File: src/rtl/fib_uart_pkg.sv
`default_nettype none
// +--------------------------------------------------------------------------+
// | fib_uart_pkg : shared types, ASCII constants and helpers for fib_uart_tx  |
// | Optional feature macro: FIB_UART_PARITY_EN (even parity, 8E1 frames)      |
// | Revision: 1.0                                                            |
// +--------------------------------------------------------------------------+
package fib_uart_pkg;

  typedef enum logic [2:0] {
    IDLE   = 3'd0,
    START  = 3'd1,
    DATA   = 3'd2,
`ifdef FIB_UART_PARITY_EN
    PARITY = 3'd3,
`endif
    STOP   = 3'd4,
    DONE   = 3'd5
  } state_t;

  localparam logic [7:0] ASCII_CR = 8'h0D;
  localparam logic [7:0] ASCII_LF = 8'h0A;

`ifdef FIB_UART_PARITY_EN
  localparam int FRAME_BITS = 11;
`else
  localparam int FRAME_BITS = 10;
`endif

  function automatic logic [7:0] hex_ascii(input logic [3:0] nibble);
    if (nibble < 4'd10) return 8'h30 + {4'h0, nibble};
    else                return 8'h37 + {4'h0, nibble};
  endfunction

endpackage
`default_nettype wire

File: src/rtl/uart_byte_tx.sv
`default_nettype none
// +--------------------------------------------------------------------------+
// | uart_byte_tx : serialises one byte per load; owns baud counter, bit index |
// | Optional feature macro: FIB_UART_PARITY_EN (even parity before stop bit)  |
// | Revision: 1.0                                                            |
// +--------------------------------------------------------------------------+
module uart_byte_tx import fib_uart_pkg::*; #(
  parameter int CLKS_PER_BIT = 16
) (
  input  logic       clk,
  input  logic       reset_n,
  input  logic       i_load,
  input  logic [7:0] i_data,
  output logic       o_tx,
  output logic       o_bit_end,
  output logic [3:0] o_bit_idx
);

  localparam int CW = (CLKS_PER_BIT > 1) ? $clog2(CLKS_PER_BIT) : 1;

  logic [CW-1:0] r_baud;
  logic [3:0]    r_bit_idx;
  logic [7:0]    r_data;
  logic          r_active;
  logic          r_tx;

  logic          w_bit_end;
  logic          w_frame_end;
  logic [3:0]    w_next_idx;

  assign w_bit_end   = r_active && (r_baud == CW'(CLKS_PER_BIT - 1));
  assign w_frame_end = w_bit_end && (r_bit_idx == 4'(FRAME_BITS - 1));
  assign w_next_idx  = r_bit_idx + 4'd1;

  // Line level for frame bit idx: start, data LSB first, [parity], stop.
  function automatic logic frame_bit(input logic [3:0] idx, input logic [7:0] data);
    logic [7:0] sh;
    sh = data >> (idx - 4'd1);
    if (idx == 4'd0)       return 1'b0;
    else if (idx <= 4'd8)  return sh[0];
`ifdef FIB_UART_PARITY_EN
    else if (idx == 4'd9)  return ^data;
`endif
    else                   return 1'b1;
  endfunction

  always_ff @(posedge clk or negedge reset_n) begin
    if (!reset_n) begin
      r_baud    <= '0;
      r_bit_idx <= '0;
      r_data    <= '0;
      r_active  <= 1'b0;
      r_tx      <= 1'b1;
    end else if (i_load) begin
      r_active  <= 1'b1;
      r_baud    <= '0;
      r_bit_idx <= '0;
      r_data    <= i_data;
      r_tx      <= 1'b0;
    end else if (r_active) begin
      if (w_bit_end) begin
        r_baud <= '0;
        if (w_frame_end) begin
          r_active  <= 1'b0;
          r_bit_idx <= '0;
          r_tx      <= 1'b1;
        end else begin
          r_bit_idx <= w_next_idx;
          r_tx      <= frame_bit(w_next_idx, r_data);
        end
      end else begin
        r_baud <= r_baud + CW'(1);
      end
    end
  end

  assign o_tx      = r_tx;
  assign o_bit_end = w_bit_end;
  assign o_bit_idx = r_bit_idx;

endmodule
`default_nettype wire

File: src/rtl/fib_uart_tx.sv
`default_nettype none
// +--------------------------------------------------------------------------+
// | fib_uart_tx : prints each accepted sample as upper-case hex + CR LF       |
// | Optional feature macro: FIB_UART_PARITY_EN (adds PARITY state, 11-bit)    |
// | Revision: 1.0                                                            |
// +--------------------------------------------------------------------------+
module fib_uart_tx import fib_uart_pkg::*; #(
  parameter int WIDTH        = 32,
  parameter int CLKS_PER_BIT = 16
) (
  input  logic             clk,
  input  logic             reset_n,
  input  logic [WIDTH-1:0] value,
  input  logic             valid,
  output logic             ready,
  output logic             tx,
  output logic             busy
);

  localparam int NCHARS = WIDTH / 4;
  localparam int MSG    = NCHARS + 2;
  localparam int CIW    = $clog2(MSG);

  state_t           r_state;
  logic [CIW-1:0]   r_char_idx;
  logic [WIDTH-1:0] r_shadow;
  logic             r_ready;

  logic             w_tx;
  logic             w_bit_end;
  logic [3:0]       w_bit_idx;
  logic             w_accept;
  logic             w_last_char;
  logic             w_chain;
  logic             w_load;
  logic [7:0]       w_load_data;

  function automatic logic [7:0] msg_char(input logic [WIDTH-1:0] src,
                                          input logic [CIW-1:0]   idx);
    logic [WIDTH-1:0] sh;
    sh = src >> (4 * (NCHARS - 1 - int'(idx)));
    if (int'(idx) < NCHARS)       return hex_ascii(sh[3:0]);
    else if (int'(idx) == NCHARS) return ASCII_CR;
    else                          return ASCII_LF;
  endfunction

  assign w_accept    = valid && r_ready;
  assign w_last_char = (r_char_idx == CIW'(MSG - 1));
  assign w_chain     = (r_state == STOP) && w_bit_end && !w_last_char;
  assign w_load      = w_accept || w_chain;
  // Character 0 comes straight from the bus because the shadow loads on the same edge.
  assign w_load_data = w_accept ? msg_char(value, '0)
                                : msg_char(r_shadow, r_char_idx + CIW'(1));

  uart_byte_tx #(
    .CLKS_PER_BIT (CLKS_PER_BIT)
  ) u_byte_tx (
    .clk       (clk),
    .reset_n   (reset_n),
    .i_load    (w_load),
    .i_data    (w_load_data),
    .o_tx      (w_tx),
    .o_bit_end (w_bit_end),
    .o_bit_idx (w_bit_idx)
  );

  always_ff @(posedge clk or negedge reset_n) begin
    if (!reset_n) begin
      r_state    <= IDLE;
      r_char_idx <= '0;
      r_shadow   <= '0;
      r_ready    <= 1'b1;
    end else if (w_accept) begin
      r_state    <= START;
      r_char_idx <= '0;
      r_shadow   <= value;
      r_ready    <= 1'b0;
    end else begin
      case (r_state)
        START: if (w_bit_end) r_state <= DATA;
`ifdef FIB_UART_PARITY_EN
        DATA:   if (w_bit_end && w_bit_idx == 4'd8) r_state <= PARITY;
        PARITY: if (w_bit_end) r_state <= STOP;
`else
        DATA:   if (w_bit_end && w_bit_idx == 4'd8) r_state <= STOP;
`endif
        STOP: begin
          if (w_bit_end) begin
            if (w_last_char) begin
              r_state    <= DONE;
              r_char_idx <= '0;
              r_ready    <= 1'b1;
            end else begin
              r_state    <= START;
              r_char_idx <= r_char_idx + CIW'(1);
            end
          end
        end
        DONE:    r_state <= IDLE;
        default: r_state <= IDLE;
      endcase
    end
  end

  assign ready = r_ready;
  assign busy  = ~r_ready;
  assign tx    = w_tx;

endmodule
`default_nettype wire
File: config.mk
export PLATFORM = sky130hd
export DESIGN_NAME = fib_uart_tx
export DESIGN_NICKNAME = d
export VERILOG_FILES = /design/src/rtl/fib_uart_pkg.sv /design/src/rtl/uart_byte_tx.sv /design/src/rtl/fib_uart_tx.sv
export SDC_FILE = /design/constraint.sdc
export NUM_CORES = 1
export LEC_CHECK = 0
export ABC_AREA = 0
export BUFFER_PORTS_ARGS = -buffer_cell sky130_fd_sc_hd__buf_2
export CELL_PAD_IN_SITES_DETAIL_PLACEMENT = 0
export CELL_PAD_IN_SITES_GLOBAL_PLACEMENT = 2
export CORE_MARGIN = 5
export CORE_UTILIZATION = 39
export DETAILED_ROUTE_END_ITERATION = 12
export GPL_TIMING_DRIVEN = 1
export PLACE_DENSITY_LB_ADDON = 0.05
export REMOVE_ABC_BUFFERS = 1
export SKIP_LAST_GASP = 1
export SLEW_MARGIN = 20
export SYNTH_ARGS = -nofsm -noshare
export SYNTH_HDL_FRONTEND = slang
export SYNTH_SLANG_ARGS = --single-unit
File: constraint.sdc
create_clock -name clk -period 4 [get_ports clk]
set_clock_uncertainty 0.15 [all_clocks]
set_input_delay 1.2 -clock clk [delete_from_list [all_inputs] [get_ports clk]]
set_output_delay 1.2 -clock clk [all_outputs]
set_load 0.02 [all_outputs]
# [Word-level counts from Yosys, hierarchy flattened]
# Index checks and enable logic that the tools add are counted.
[totals] regBits=58 input_bits=35 output_inout_bits=3
[classes] addsub=9 order_cmp=4 n_eq_ne=11 shifts=2 n_mux=36 bitwise=1 reduce_logical=18
[ops] cell="$mux 4" n=11
[ops] cell="$shr 32x32->4" n=1
[ops] cell="$add 6x4->7 const A" n=4
[ops] cell="$mux 8" n=3
[ops] cell="$eq 4x4->1 const B" n=5
[ops] cell="$mux 3" n=6
[ops] cell="$mux 1" n=14
[ops] cell="$add 4x1->4 const B" n=3
[ops] cell="$lt 4x4->1 const B" n=3
[ops] cell="$reduce_bool 2->1" n=5
[ops] cell="$pmux 3 s3" n=1
[ops] cell="$shr 8x4->1" n=1
[ops] cell="$mux 7" n=1
[ops] cell="$logic_and 1x1->1" n=6
[ops] cell="$ne 3x2->1 const B" n=2
[ops] cell="$reduce_and 3->1" n=2
[ops] cell="$sub 3x4->5 const A" n=1
[ops] cell="$le 4x4->1 const B" n=1
[ops] cell="$logic_not 4->1" n=1
[ops] cell="$reduce_and 2->1" n=2
[ops] cell="$sub 4x1->4 const B" n=1
[ops] cell="$eq 3x1->1 const B" n=1
[ops] cell="$eq 3x2->1 const B" n=1
[ops] cell="$eq 3x3->1 const B" n=1
[ops] cell="other kinds (4)" n=4

# [Longest topological paths before layout]
[depth] word_depth=9 depth_mapped=9 mapped_depth_nobuf=9

# [Hierarchy]
# A second synthesis with hierarchy kept.
[unflattened] hier_cells=351 hier_area_um2=3304.4
[by_module_without_submodules] mod="fib_uart_tx" n_inst=1 cells_each=260 area_each_um2=2294.7 seq_area_each_um2=1002.2
[by_module_without_submodules] mod="uart_byte_tx" n_inst=1 cells_each=91 area_each_um2=1009.7 seq_area_each_um2=451.7

# [Worst setup path after synthesis]
# OpenSTA, ideal clock, no wires.
[synth_path] path_type="input to register" startpoint="input port valid" endpoint="register u_byte_tx.r_data[0]" t_arrival_ps=2248 setup_slack_ps=1475 stages=6 path_buffers=1 path_cell_list="and2_1 > clkbuf_1 > a31oi_1 > nor3_1 > nor3b_1 > nand3b_1"
[synth_between] elab_chain_cells=2
[synth_rtl] item="from (decl)" line="fib_uart_tx.sv:14" rtl="input logic valid,"
[synth_rtl] item="$logic_and 1x1->1 *" line="fib_uart_tx.sv:47" rtl="assign w_accept = valid && r_ready;"
[synth_rtl] item="$mux 8 / $logic_or 1x1->1 (equally long branches)" line="fib_uart_tx.sv:52, fib_uart_tx.sv:50"
[synth_rtl] item="to (signal assigned)" line="uart_byte_tx.sv:58" rtl="r_data <= i_data;"
[synth_rtl] item="to (decl)" line="uart_byte_tx.sv:23" rtl="logic [7:0] r_data;"
# Every way passes the cells marked *; elsewhere a longest branch is shown, timed or not.
# A chain may end at the register's enable or synchronous reset.

# [Worst setup path after layout]
[layout_path] startpoint="register r_char_idx[0]" endpoint="register u_byte_tx.r_data[4]"
[layout_between] elab_chain_cells=7
[layout_rtl] item="from (decl)" line="fib_uart_tx.sv:25" rtl="logic [CIW-1:0] r_char_idx;"
[layout_rtl] item="from (signal assigned)" line="fib_uart_tx.sv:95" rtl="r_char_idx <= r_char_idx + CIW'(1);"
[layout_rtl] item="$add 4x1->4" line="fib_uart_tx.sv:53" rtl=": msg_char(r_shadow, r_char_idx + CIW'(1));"
[layout_rtl] item="$sub 3x4->5" line="fib_uart_tx.sv:41" rtl="sh = src >> (4 * (NCHARS - 1 - int'(idx)));"
[layout_rtl] item="$shr 32x32->4" line="fib_uart_tx.sv:41"
[layout_rtl] item="$add 6x4->7 (tied with other cells)" line="fib_uart_pkg.sv:31" rtl="else return 8'h37 + {4'h0, nibble};"
[layout_rtl] item="$mux 7" line="fib_uart_pkg.sv:30" rtl="if (nibble < 4'd10) return 8'h30 + {4'h0, nibble};"
[layout_rtl] item="$mux 8" line="fib_uart_tx.sv:42" rtl="if (int'(idx) < NCHARS) return hex_ascii(sh[3:0]);"
[layout_rtl] item="$mux 8" line="fib_uart_tx.sv:52" rtl="assign w_load_data = w_accept ? msg_char(value, '0)"
# Parallel ways exist; a longest one is shown, timed or not.

==> flow_summary.toml <==
[timing]
report.final.slew_viol_count = 0
final.hold.worst_slack_ps = 317
timing.final.crit_share = 0.717
fin_setup_tns_ps = 0
final_period_minus_worst_setup_slack_ps = 2870
max_slew.worst_pin.slew_ps = 924
rsz0062_at_grt = "false"
finalHoldViolCount = 0
slew-limit-headroom = 0.381
report.final.setup_viol = 0
achievable-frequency_mhz = 348

[min_path]
hold_end = "r_shadow[20]"
hp-class = "reg2reg"
timing.hold.worst.start = "r_shadow[20]"
min_path_cells = 2

[clocking]
htreeDepth = 3
cts_buffers = 9
cts_repair_resize_count = 0
hold_buffers = 0
clk_root_buffer_cell = "sky130_fd_sc_hd__clkbuf_8"
cts_tree = "done"
cts.sink_count = 57
clk_pin_slew_ps = 70
clock_insertion_delay_worst_skew_ps = 350
buffers_inserted_during_post_cts_setup_optimization = 0
cts_max_path_buffers = 2

[logic_synthesis]
synth-edff-count = 0
synth-seq-cells = 57
ys_seq_area_frac = 0.444
mappedNetlistArea_sq_mm = 0.00322
syn-instance-count = 350
ys_async_sr_fraction = 1.00
synthFlopType = "sky130_fd_sc_hd__dfrtp_1"
ys.warnings.count = 0
ys_types = 54
post_synth.cell_area_avg_sq_um = 9.20

[placement]
hpwlAfterDp_um = 5480
post-place-cells = 480
port_buffers = 37
gp_congestion = 0.804

[setup_path]
worstPathRequired_ps = 4140
cp.arrival_ps = 3010
worstPathMaxFanout = 12
worstReg2RegStart = "r_char_idx[0]"
end_kind = "register"
cp-start-kind = "register"
ff2ff_setup_slack_ps = 1130
criticalPathCategory = "reg2reg"
crit-reg2reg-capture = "u_byte_tx.r_data[4]"
worst-r2r-cell-count = 8

[floorplan]
die_h_um = 101
core_sq_mm = 0.00813
io_pins = 38
initial_utilization = 0.396
overall_die_area_sq_mm = 0.0102
placement_row_count = 33
die_span_in_x_um = 101

[power]
static-leakage-power_nw = 1.80
power_density_mw_per_mm2 = 332
vdd_drop_max_mv = 0.174

[layout]
area_growth_syn_to_layout_pct = 15.8
mostFrequentLayoutCells = "sky130_fd_sc_hd__nand2_1 (113), sky130_fd_sc_hd__dfrtp_1 (55), sky130_fd_sc_hd__buf_2 (37)"
layout-drive-gt1-share = 0.202
final_common_cell = "sky130_fd_sc_hd__nand2_1"
nNetsFinal = 430
stdcell_count = 496
filler_cell_count = 821
antenna-diode-count = 0

[drt]
drt_wl_total_um = 7670
drc_errors = 0
detail_route.vias_per_cell = 5.10
detail_route.wl_per_cell_um = 15.5
drt_first_pass_iters = 4
antenna_violating_nets_post_route = 0
route.vias.total = 2529
drt-initial-drc-count = 107

[global_route]
number_of_global_route_vias_before_repair = 2564
grt_start_max_net_pins = 34
antenna_found_initial = 0
grt_usage = 0.168
total_overflow_reported_by_the_global_router = 0
first_pass_grt_wire_length_um = 13200

[run]
cap_viol_max_count = 0

[run_status]
outcome = "complete, no violations"
cell type report:
class | instances | area (sq um) | share of cell area
clock buffers | 11 | 151 | 0.0406
clock inverters | 5 | 77.6 | 0.0208
inverters | 9 | 33.8 | 0.00906
multi-input cells | 266 | 1660 | 0.446
flip-flops and latches | 57 | 1430 | 0.383
well taps | 105 | 131 | 0.0352
repair buffers | 43 | 243 | 0.0651
worst max path at each step:
| stage | cells after the start | slack, ps | startpoint | endpoint |
|---|---|---|---|---|
| global route | 8 | 900 | r_char_idx[0] | u_byte_tx.r_data[2] |
| CTS | 8 | 1100 | r_char_idx[0] | u_byte_tx.r_data[4] |
| floorplan | 4 | 940 | valid | u_byte_tx.o_bit_idx[0] |
| global placement | 7 | 1070 | valid | u_byte_tx.r_data[2] |
| finish | 8 | 1130 | r_char_idx[0] | u_byte_tx.r_data[4] |
| detailed placement | 6 | 1060 | valid | u_byte_tx.r_data[0] |
power breakdown:
part	switching, mW	internal (mW)
Clock	0.243	0.382
Sequential	0	0.576
Combinational	0.0216	0.0159
Total	0.265	0.975
metal layers:
metal,wire length [um],track usage,vias up
met5,0,0,-
met1,3650,0.226,1195
li1,-,-,1282
met2,3570,0.258,42
met3,350,0.0519,10
met4,105,0.0570,0
cells in the mapped netlist, drive strengths merged (3+ instances only):
cell / n / share of area
xor2: 4 / 0.013
xnor2: 3 / 0.010
buf: 6 / 0.015
nor3b: 4 / 0.0093
o21ai: 19 / 0.030
ha: 9 / 0.035
nand3: 4 / 0.0062
dfrtp: 55 / 0.43
o211ai: 3 / 0.0070
nand2: 113 / 0.13
a211oi: 4 / 0.011
nor2b: 4 / 0.0078
nor2: 17 / 0.020
a21oi: 13 / 0.020
a31oi: 6 / 0.012
mux2: 7 / 0.024
mux2i: 11 / 0.038
clkbuf: 12 / 0.014
nor3: 8 / 0.012
mux4: 8 / 0.059
inv: 9 / 0.010
critical path, cell delays in order, from the launching register on:
cell                       delay, ps
sky130_fd_sc_hd__dfrtp_1         700
sky130_fd_sc_hd__ha_1            370
sky130_fd_sc_hd__xor2_2          380
sky130_fd_sc_hd__mux2i_4         370
sky130_fd_sc_hd__or2_2           150
sky130_fd_sc_hd__ha_1            190
sky130_fd_sc_hd__o21ai_1         100
sky130_fd_sc_hd__a211oi_1        240
sky130_fd_sc_hd__o22a_1          150
flip-flops by register name, summed over array words and instances (netlist names):
name and count:
u_byte_tx.r_baud 4, u_byte_tx.r_active 1, r_shadow 32, u_byte_tx.o_tx 1, r_state 3, ready 1, r_char_idx 4, u_byte_tx.r_data 7
u_byte_tx.o_bit_idx 4
metrics by stage:
step	setup slack [ps]	total power, mW	instance area, sq um	utilization
2_1_floorplan	937	0.592	3130	-
3_3_place_gp	1070	0.626	3500	0.430
3_5_place_dp	1060	0.626	3500	0.430
4_1_cts	1100	1.26	3730	0.458
5_1_grt	899	1.29	3730	0.458
6_report	1130	1.24	3730	0.458
cells by family after synthesis:
| group | synth area share |
|---|---|
| xor gates and xnor gates | 0.0237 |
| buffers and inverters | 0.0396 |
| and+or+nand+nor | 0.218 |
| AOI/OAI and AO/OA | 0.118 |
| DFF | 0.444 |
| muxes | 0.122 |
| adders and majority gates | 0.0350 |
(Power assumes the default switching activity.)
